===== src/rtl/snes_bus_pkg.sv =====
// Shared B-bus definitions for the 21FX SNES port blocks: address map,
// entry tag encoding, status byte layout and synchronizer depth.
package snes_bus_pkg;

  // B-bus low addresses ($21xx)
  localparam logic [7:0] BOOT_ROM_BASE   = 8'h84;
  localparam logic [7:0] VEC_LO_ADDR     = 8'hFC;
  localparam logic [7:0] VEC_HI_ADDR     = 8'hFD;
  localparam logic [7:0] DATA_ADDR_DEF   = 8'hFF;
  localparam logic [7:0] CTRL_ADDR_DEF   = 8'hFE;
  localparam logic [7:0] STATUS_ADDR_DEF = 8'hFD;

  // Tag carried with each captured byte
  typedef enum logic {
    TAG_DATA = 1'b0,
    TAG_CTRL = 1'b1
  } wr_tag_e;

  // Status byte layout: {overflow, full, empty, level[4:0]}
  localparam int STAT_OVF_BIT   = 7;
  localparam int STAT_FULL_BIT  = 6;
  localparam int STAT_EMPTY_BIT = 5;
  localparam int STAT_LEVEL_W   = 5;

  // Flops per asynchronous input before it is considered stable
  localparam int SYNC_DEPTH = 2;

endpackage


===== src/rtl/snes_wr_fifo.sv =====
// Single-clock FIFO for captured B-bus writes. Pointers are one bit wider
// than the address so full/empty and level fall out of a plain difference.
// Output is the raw head entry; the parent gates it with its valid flag.
module snes_wr_fifo #(
  parameter int DEPTH = 16,
  parameter int WIDTH = 9
) (
  input  logic                     clk,
  input  logic                     rst_n,
  input  logic                     push,
  input  logic                     pop,
  input  logic [WIDTH-1:0]         din,
  output logic [WIDTH-1:0]         dout,
  output logic                     full,
  output logic                     empty,
  output logic [$clog2(DEPTH):0]   level
);

  localparam int AW = $clog2(DEPTH);

  logic [WIDTH-1:0] mem [DEPTH];
  logic [AW:0]      wr_ptr;
  logic [AW:0]      rd_ptr;
  logic             push_ok;
  logic             pop_ok;

  // A push into a full FIFO only lands if the head leaves on the same edge
  assign pop_ok  = pop && !empty;
  assign push_ok = push && (!full || pop_ok);

  assign level = wr_ptr - rd_ptr;
  assign empty = (wr_ptr == rd_ptr);
  assign full  = (level == (AW+1)'(DEPTH));
  assign dout  = mem[rd_ptr[AW-1:0]];

  // Storage array: data only, no reset needed
  always_ff @(posedge clk) begin
    if (push_ok) mem[wr_ptr[AW-1:0]] <= din;
  end

  // Read/write pointers, wrapping naturally modulo 2*DEPTH
  always_ff @(posedge clk or negedge rst_n) begin
    if (!rst_n) begin
      wr_ptr <= '0;
      rd_ptr <= '0;
    end else begin
      if (push_ok) wr_ptr <= wr_ptr + 1'b1;
      if (pop_ok)  rd_ptr <= rd_ptr + 1'b1;
    end
  end

endmodule


===== src/rtl/snes_wr_capture.sv =====
// SNES-to-host capture of B-bus writes to the 21FX data/control ports.
// Raw PAWR_n/addr/data are synchronized, the write strobe is glitch
// filtered, and qualified writes are queued as {tag, byte} entries that
// drain through a valid/ready stream. This block never drives D itself.
// Optional feature macro: SNES_WR_STATUS_EN adds a registered status byte
// (status_oe/status_dout) readable at STATUS_ADDR via PARD_n.
module snes_wr_capture
  import snes_bus_pkg::*;
#(
  parameter logic [7:0] DATA_ADDR   = DATA_ADDR_DEF,
  parameter logic [7:0] CTRL_ADDR   = CTRL_ADDR_DEF,
  parameter logic [7:0] STATUS_ADDR = STATUS_ADDR_DEF,
  parameter int         FIFO_DEPTH  = 16,
  parameter int         MIN_LOW     = 3
) (
  input  logic                          clk,
  input  logic                          rst_n,
  input  logic [7:0]                    addr,
  input  logic [7:0]                    data,
  input  logic                          PAWR_n,
  input  logic                          PARD_n,
  output logic                          m_valid,
  input  logic                          m_ready,
  output logic [7:0]                    m_data,
  output logic                          m_tag,
  output logic [$clog2(FIFO_DEPTH):0]   level,
  output logic                          overflow,
  input  logic                          ovf_clr,
  output logic                          status_oe,
  output logic [7:0]                    status_dout
);

  localparam int AW = $clog2(FIFO_DEPTH);

  logic       pawr_s1, pawr_s2, pawr_s3;
  logic [7:0] addr_s1, addr_s2, addr_s3;
  logic [7:0] data_s1, data_s2, data_s3;
  logic [7:0] low_cnt;
  logic       wr_evt;
  logic       hit_data;
  logic       hit_ctrl;
  logic       push;
  logic       pop;
  logic       ovf_set;
  logic [8:0] fifo_din;
  logic [8:0] fifo_dout;
  logic       fifo_full;
  logic       fifo_empty;

  // Strobe synchronizer; idles high so reset release never looks like an edge
  always_ff @(posedge clk or negedge rst_n) begin
    if (!rst_n) begin
      pawr_s1 <= 1'b1;
      pawr_s2 <= 1'b1;
      pawr_s3 <= 1'b1;
    end else begin
      pawr_s1 <= PAWR_n;
      pawr_s2 <= pawr_s1;
      pawr_s3 <= pawr_s2;
    end
  end

  // Address/data follow the strobe through matching stages; s3 holds the bus while strobe was low
  always_ff @(posedge clk) begin
    addr_s1 <= addr;
    addr_s2 <= addr_s1;
    addr_s3 <= addr_s2;
    data_s1 <= data;
    data_s2 <= data_s1;
    data_s3 <= data_s2;
  end

  // Saturating count of consecutive synced-low strobe cycles
  always_ff @(posedge clk or negedge rst_n) begin
    if (!rst_n)              low_cnt <= '0;
    else if (pawr_s2)        low_cnt <= '0;
    else if (low_cnt != '1)  low_cnt <= low_cnt + 1'b1;
  end

  // Rising edge of a strobe that stayed low long enough is a real write
  assign wr_evt   = !pawr_s3 && pawr_s2 && (low_cnt >= 8'(MIN_LOW));
  assign hit_data = (addr_s3 == DATA_ADDR);
  assign hit_ctrl = (addr_s3 == CTRL_ADDR);
  assign push     = wr_evt && (hit_data || hit_ctrl);
  assign fifo_din = {hit_ctrl, data_s3};
  assign pop      = m_valid && m_ready;
  assign ovf_set  = push && fifo_full && !pop;

  snes_wr_fifo #(
    .DEPTH (FIFO_DEPTH),
    .WIDTH (9)
  ) u_fifo (
    .clk   (clk),
    .rst_n (rst_n),
    .push  (push),
    .pop   (pop),
    .din   (fifo_din),
    .dout  (fifo_dout),
    .full  (fifo_full),
    .empty (fifo_empty),
    .level (level)
  );

  assign m_valid = !fifo_empty;
  assign m_data  = m_valid ? fifo_dout[7:0] : 8'h00;
  assign m_tag   = m_valid ? fifo_dout[8]   : 1'b0;

  // Sticky overflow; a fresh drop beats a simultaneous clear
  always_ff @(posedge clk or negedge rst_n) begin
    if (!rst_n)       overflow <= 1'b0;
    else if (ovf_set) overflow <= 1'b1;
    else if (ovf_clr) overflow <= 1'b0;
  end

`ifdef SNES_WR_STATUS_EN
  logic       pard_s1, pard_s2;
  logic       stat_sel;
  logic [7:0] stat_byte;

  function automatic logic [STAT_LEVEL_W-1:0] sat_level(input logic [AW:0] lv);
    int v;
    v = int'(lv);
    if (v > (1 << STAT_LEVEL_W) - 1) return '1;
    return STAT_LEVEL_W'(v);
  endfunction

  // Read strobe synchronizer, idle high
  always_ff @(posedge clk or negedge rst_n) begin
    if (!rst_n) begin
      pard_s1 <= 1'b1;
      pard_s2 <= 1'b1;
    end else begin
      pard_s1 <= PARD_n;
      pard_s2 <= pard_s1;
    end
  end

  assign stat_sel = !pard_s2 && (addr_s2 == STATUS_ADDR);

  // Assemble the status byte from live FIFO state
  always_comb begin
    stat_byte                 = 8'h00;
    stat_byte[STAT_OVF_BIT]   = overflow;
    stat_byte[STAT_FULL_BIT]  = fifo_full;
    stat_byte[STAT_EMPTY_BIT] = fifo_empty;
    stat_byte[STAT_LEVEL_W-1:0] = sat_level(level);
  end

  // Registered status drive toward the top-level D bus mux
  always_ff @(posedge clk or negedge rst_n) begin
    if (!rst_n) begin
      status_oe   <= 1'b0;
      status_dout <= 8'h00;
    end else begin
      status_oe   <= stat_sel;
      status_dout <= stat_sel ? stat_byte : 8'h00;
    end
  end
`else
  logic unused_pard;
  assign unused_pard = PARD_n;
  assign status_oe   = 1'b0;
  assign status_dout = 8'h00;
`endif

endmodule


===== config.mk =====
export PLATFORM = sky130hd
export DESIGN_NAME = snes_wr_capture
export DESIGN_NICKNAME = d
export VERILOG_FILES = /design/src/rtl/snes_bus_pkg.sv /design/src/rtl/snes_wr_fifo.sv /design/src/rtl/snes_wr_capture.sv
export SDC_FILE = /design/constraint.sdc
export NUM_CORES = 1
export LEC_CHECK = 0
export CORE_MARGIN = 5
export CORE_UTILIZATION = 55
export CTS_CLUSTER_SIZE = 8
export DETAILED_ROUTE_END_ITERATION = 8
export GPL_TIMING_DRIVEN = 0
export PLACE_DENSITY = 0.84
export SLEW_MARGIN = 20
export SYNTH_ARGS = -nofsm -noshare
export SYNTH_HDL_FRONTEND = slang
export SYNTH_SLANG_ARGS = --single-unit

===== constraint.sdc =====
create_clock -name clk -period 4.4 [get_ports clk]
set_input_delay 0.88 -clock clk [delete_from_list [all_inputs] [get_ports clk]]
set_output_delay 0.88 -clock clk [all_outputs]
set_load 0.02 [all_outputs]

; ---- Yosys cells after proc, flatten, opt, wreduce, memory -nomap -nowiden
; Memory sizes are Yosys's and may differ from the RTL's.
; Cells that the tools add are included.
[totals]
ramBits = 144
mem_bits_ro = 0
register_bits = 70
in_bits = 22
output_inout_bits = 25
latchBits = 0
mem_count = 1
elab_cells = 48
[memory_table]
columns = name, words, word_bits, read_ports, rd_ports_with_merged_regs, write_ports, line_no
row1 = u_fifo.mem, 16, 9, 1, 0, 1, snes_wr_fifo.sv:21  ; logic [WIDTH-1:0] mem [DEPTH];
[classes]
magnitude_cmp = 1
bitwise = 0
mux = 8
n_div = 0
n_reduce_logical = 16
eq_ne = 5
shifts = 0
n_mul = 0
n_addsub = 4
[op_table]
columns = cell, count
row1 = $mux 8, 3
row2 = $eq 8x8->1 const B, 2
row3 = $add 5x1->5 const B, 2
row4 = $add 8x1->8 const B, 1
row5 = $ge 8x2->1 const B, 1
row6 = $logic_and 1x1->1, 8
row7 = $ne 8x8->1 const B, 1
row8 = $eq 5x5->1, 1
row9 = $eq 5x5->1 const B, 1
row10 = $mux 1, 5
row11 = $sub 5x5->5, 1
row12 = $logic_not 1->1, 4
row13 = $reduce_bool 2->1, 2
row14 = $logic_or 1x1->1, 2

; ---- Logic depth before layout (Yosys ltp)
[depth]
depth_word = 8
ltp_mapped = 11
mapped_depth_nobuf = 9

; ---- Modules after synthesis
; A second synthesis with hierarchy kept.
[hier_totals]
cells_unflattened = 461
hier_area_um2 = 7976.4
[modules_own_cells]
columns = mod, seq_area_each_um2, area_per_inst_um2, cells_each, instances
row1 = snes_wr_fifo, 4574.4, 6284.8, 336, 1
row2 = snes_wr_capture, 1265.0, 1691.6, 125, 1

; ---- Least setup slack after synthesis
; No wires, ideal clock.
[synth_path]
path_kind = register -> register
startpoint = reg u_fifo.rd_ptr[2]
endpoint = mem u_fifo.mem[3][0] (enable)
path_stages_with_launch = 10
synth_period_minus_slack_ps = 3374
t_required_ps = 4013
arrival_ps = 2988
path_buffers = 2
path_slack_ps = 1026
path_cell_list = dfrtp_1 -> buf_1 -> inv_2 -> ha_1 -> xnor2_1 -> nor4_2 -> a31oi_1 -> buf_4 -> nand2_1 -> nor3_1
[synth_between]
elab_cells_between_ends = 11
cone_classes = add/sub: 1 / eq/ne: 2 / mux: 2 / reduce/logical: 6
[synth_lines]
columns = element, line_no
row1 = from (decl), snes_wr_fifo.sv:23  ; logic [AW:0] rd_ptr;
row2 = from (signal assigned), snes_wr_fifo.sv:48  ; if (pop_ok) rd_ptr <= rd_ptr + 1'b1;
row3 = $sub 5x5->5, snes_wr_fifo.sv:31  ; assign level = wr_ptr - rd_ptr;
row4 = named net level[2], snes_wr_capture.sv:26  ; output logic [$clog2(FIFO_DEPTH):0] level,
row5 = $eq 5x5->1, snes_wr_fifo.sv:33  ; assign full = (level == (AW+1)'(DEPTH));
row6 = $logic_not 1->1, snes_wr_fifo.sv:29  ; assign push_ok = push && (!full || pop_ok);
row7 = $logic_or 1x1->1, snes_wr_fifo.sv:29
row8 = $logic_and 1x1->1, snes_wr_fifo.sv:29
row9 = $mux 1, snes_wr_fifo.sv:38  ; if (push_ok) mem[wr_ptr[AW-1:0]] <= din;
row10 = $mux 1 (not written as such), snes_wr_fifo.sv:38
row11 = to (decl), snes_wr_fifo.sv:21
; The timed path passes the listed nets, and every way through them passes these cells.

; ---- Worst setup path after layout
[layout_path]
startpoint = reg u_fifo.rd_ptr[1]
endpoint = out m_data[0]
[layout_between]
elab_chain_cells = 2
elab_cells_between_ends = 3
cone_classes = eq/ne: 1 / mux: 1 / memory: 1
[layout_lines]
columns = element, line_no
row1 = $mem_v2 16x9 / $eq 5x5->1 (equally long branches), n/a
row2 = $mux 8 *, snes_wr_capture.sv:105  ; assign m_data = m_valid ? fifo_dout[7:0] : 8'h00;
row3 = to (decl), snes_wr_capture.sv:24  ; output logic [7:0] m_data,
; Mark *: on every way between the ends. The rest lies on a longest branch, timed or not.

==> impl_metrics.py <==
metrics = {
    "logic_synthesis": {
        "synth_top_cell_area_share_pct": 55.28,
        "synth.cell_area_sq_um": 7823,
        "post_synth_inst_count": 435,
        "synth_top_flop_cell": "sky130_fd_sc_hd__edfxtp_1",
        "synth_area_leaders": "sky130_fd_sc_hd__edfxtp_1 55%, sky130_fd_sc_hd__dfxtp_1 12%, sky130_fd_sc_hd__mux4_2 10%",
        "synth.yosys.warnings": 0,
        "ys_async_sr_fraction_pct": 10.28,
        "synth.avg_cell_area_sq_um": 17.98,
        "synth_area_leader_cell": "sky130_fd_sc_hd__edfxtp_1",
        "synth-edff-count": 144,
        "postSynthRegisterBits": 214,
        "seq_area_frac_synth_pct": 74.65,
        "synth_cell_types": 37,
    },
    "clock_network": {
        "path_clk_slew_ns": 0.05,
        "ctsLongestPathBuffers": 3,
        "clock_tree.root_cell": "sky130_fd_sc_hd__clkbuf_16",
        "cts_stage_hold_buffer_count": 0,
        "clkLatencyLatePin_ns": 0.54,
        "clkSinkCount": 214,
        "cts_tree": "done",
        "numCtsBuffers": 30,
        "htreeDepth": 1,
    },
    "job": {
        "timing.max_cap.violations": 0,
    },
    "sta": {
        "rsz0062_at_grt": "no",
        "timing_worst_slew_pin_value_ns": 0.6685,
        "timing.final.max_slew_violations": 0,
        "minimum_clock_period_after_layout_ns": 4.145,
        "final-hold-violation-count": 0,
        "setup_violations": 0,
        "min_period_over_period_pct": 94.21,
        "slew_headroom_pct": 55.44,
        "fin_setup_tns_ns": 0,
        "max_freq_mhz": 241.3,
        "fin_skew_ns": 0.01933,
    },
    "global_route": {
        "globalRouteOverflowTotal": 0,
        "antenna_found_initial": 0,
        "grt_pass1_vias": 4409,
        "global_route.usage.total_pct": 19.29,
        "grt_first_pass_wirelength_um": 24410,
        "pin_count_of_the_biggest_net_entering_global_routing": 23,
    },
    "drt": {
        "dr_total_vias": 4098,
        "drt-pass1-iter-count": 5,
        "wirelength_um": 15320,
        "detail_route.vias_per_cell": 5.739,
        "drcViolationCount": 0,
        "drt-initial-drc-count": 354,
        "final_routed_wire_length_divided_by_cell_count_um": 21.45,
        "ant_nets_after_route": 0,
    },
    "floorplan": {
        "area_of_the_core_sq_um": 13930,
        "die-area_sq_um": 16710,
        "die_h_um": 129.3,
        "core.rowCount": 43,
        "die_w_um": 129.3,
        "ioPinCount": 47,
        "initial_core_util_pct": 56.14,
    },
    "worst_setup_path": {
        "worst_ep_arrival_time_ns": 3.27,
        "timing.setup.critical_path_class": "register to output port",
        "setup.worst_path.start_class": "register",
        "cp_max_fo": 11,
        "worst_ep_required_time_ns": 3.52,
        "endpoint_kind": "output port",
    },
    "layout": {
        "post_layout_nonfiller_instances": 714,
        "antenna-diode-count": 0,
        "area_growth_syn_to_layout_pct": 19.42,
        "final_cell_area_sq_um": 9341,
        "nFillCells": 892,
        "post_route_cells_drive_above_1_share_pct": 18.54,
        "final_net_count": 545,
    },
    "placement": {
        "dp_hpwl_um": 9479,
        "placement.cell_area_sq_um": 8463,
        "numPlacedInstances": 661,
        "portBuffers": 36,
        "finalWeightedCongestion": 0.8338,
    },
    "worst_hold_path": {
        "min-delay-path-class": "input port to async pin",
    },
    "outcome": {
        "run_status": "complete, no violations",
    },
    "pwr": {
        "power.ir.vdd_worst_v": 0.0003318,
        "comb_pwr_share_pct": 25.9,
        "portion_of_total_power_attributed_to_sequential_cells_pct": 38.8,
        "p_int_mw": 4.198,
        "clockPowerShare_pct": 35.3,
        "power.leakage_nw": 3.414,
        "p_per_area_nw_per_um2": 623.5,
        "p_switching_mw": 1.627,
        "share_of_total_power_consumed_by_net_switching_pct": 27.94,
    },
}
flip-flops by register name, indices dropped and copies added, names as in the netlist:
register	cells
data_s1	8
data_s3	8
overflow	1
u_fifo.mem	144
addr_s3	8
addr_s1	8
data_s2	8
pawr_s2	1
u_fifo.wr_ptr	5
u_fifo.rd_ptr	5
pawr_s3	1
low_cnt	8
addr_s2	8
pawr_s1	1
stage by stage:
| step | hold WS, ns | utilization (%) | total power, mW | setup slack [ns] |
|---|---|---|---|---|
| after floorplan | 0.3096 | - | 3.269 | 1.026 |
| after global placement | 0.3106 | 60.55 | 3.771 | 0.1675 |
| after detailed placement | 0.3121 | 60.73 | 3.799 | 0.1801 |
| after CTS | 0.3230 | 67.06 | 5.876 | 0.1073 |
| after global routing | 0.3238 | 67.04 | 6.087 | 0.1158 |
| final | 0.3048 | 67.04 | 5.825 | 0.2550 |
cell usage after synthesis, drive strengths merged (9+ instances only):
cell    number
dfrtp       19
edfxtp     144
inv         10
and3        25
a211oi      10
ha          10
mux2i       11
dfxtp       48
buf         19
xnor2        9
mux4        36
nand2       28
nor2        16
per-layer routing:
metal | part of all wire (%) | global-route usage, %
met5 | 0 | 0
met4 | 1.8 | 5.374
met3 | 7.2 | 3.504
met2 | 52 | 34.09
met1 | 39 | 24.68
cells by family after synthesis:
kind of cell / count (synthesis) / synth area share, %
mux: 47 / 11.77
flops: 214 / 74.65
buf+inv: 33 / 2.207
xor+xnor: 13 / 1.552
fa+ha+maj: 11 / 1.855
simple gates: 94 / 6.094
compound gates: 22 / 1.823
other cells: 1 / 0.04794
layout by cell type, fill, tap and decap left out, drive strengths merged, types with 10 or more instances in the layout:
cell / Yosys / layout
edfxtp: 144 / 144
clkbuf: 4 / 56
dfxtp: 48 / 48
mux4: 36 / 36
clkdlybuf4s50: 0 / 35
nand2: 28 / 28
and3: 25 / 25
buf: 19 / 22
dfrtp: 19 / 19
nor2: 16 / 16
mux2i: 11 / 11
a211oi: 10 / 10
ha: 10 / 10
inv: 10 / 10
critical path, cell delays in order, from the launching register on:
cell and delay (ns):
sky130_fd_sc_hd__dfrtp_1 0.44, sky130_fd_sc_hd__clkbuf_2 0.36, sky130_fd_sc_hd__inv_1 0.28, sky130_fd_sc_hd__ha_1 0.39, sky130_fd_sc_hd__nand4_1 0.18, sky130_fd_sc_hd__nor2_4 0.10, sky130_fd_sc_hd__a211oi_1 0.29, sky130_fd_sc_hd__clkdlybuf4s50_1 0.68
path summary, 6_finish.rpt:
check	startpoint	to	slack, ns	cells past startpoint
worst max-delay path	u_fifo.rd_ptr[1]$_DFFE_PN0P_	m_data[0]	0.25	7
worst min-delay path	rst_n	low_cnt[3]$_DFFE_PN0P_	0.30	1
worst max register to register	u_fifo.rd_ptr[1]$_DFFE_PN0P_	u_fifo.mem[5][2]$_DFFE_PP_	1.07	9
worst min register to register	data_s2[4]$_DFF_P_	data_s3[4]$_DFF_P_	0.32	0
max in group asynchronous	rst_n	pawr_s2$_DFF_PN1_	3.73	1
min in group clk	data_s2[4]$_DFF_P_	data_s3[4]$_DFF_P_	0.32	0
what timing repair did:
item	in CTS	in global routing
endpoints found under the hold margin	0	0
buffers inserted	0	0
gates resized for setup	3	1
setup endpoints to repair	10	10
cell type report:
cell class	instances	area, sq um	area share, %
clock buffers	53	847.1	9.068
multi-input cells	196	1858	19.89
flip-flops and latches	214	5839	62.51
inverters	10	37.54	0.4018
clock inverters	1	30.03	0.3215
well taps	180	225.2	2.411
plain buffers	22	133.9	1.433
repair buffers	38	370.4	3.965
power groups by stage:
stage	logic, mW	registers, mW	clock network [mW]
6_report	1.51	2.26	2.06
5_1_grt	1.61	2.26	2.21
2_1_floorplan	0.998	2.27	0
4_1_cts	1.52	2.26	2.10
3_5_place_dp	1.50	2.29	0
3_3_place_gp	1.48	2.29	0
Power figures use the tool's default switching activity.
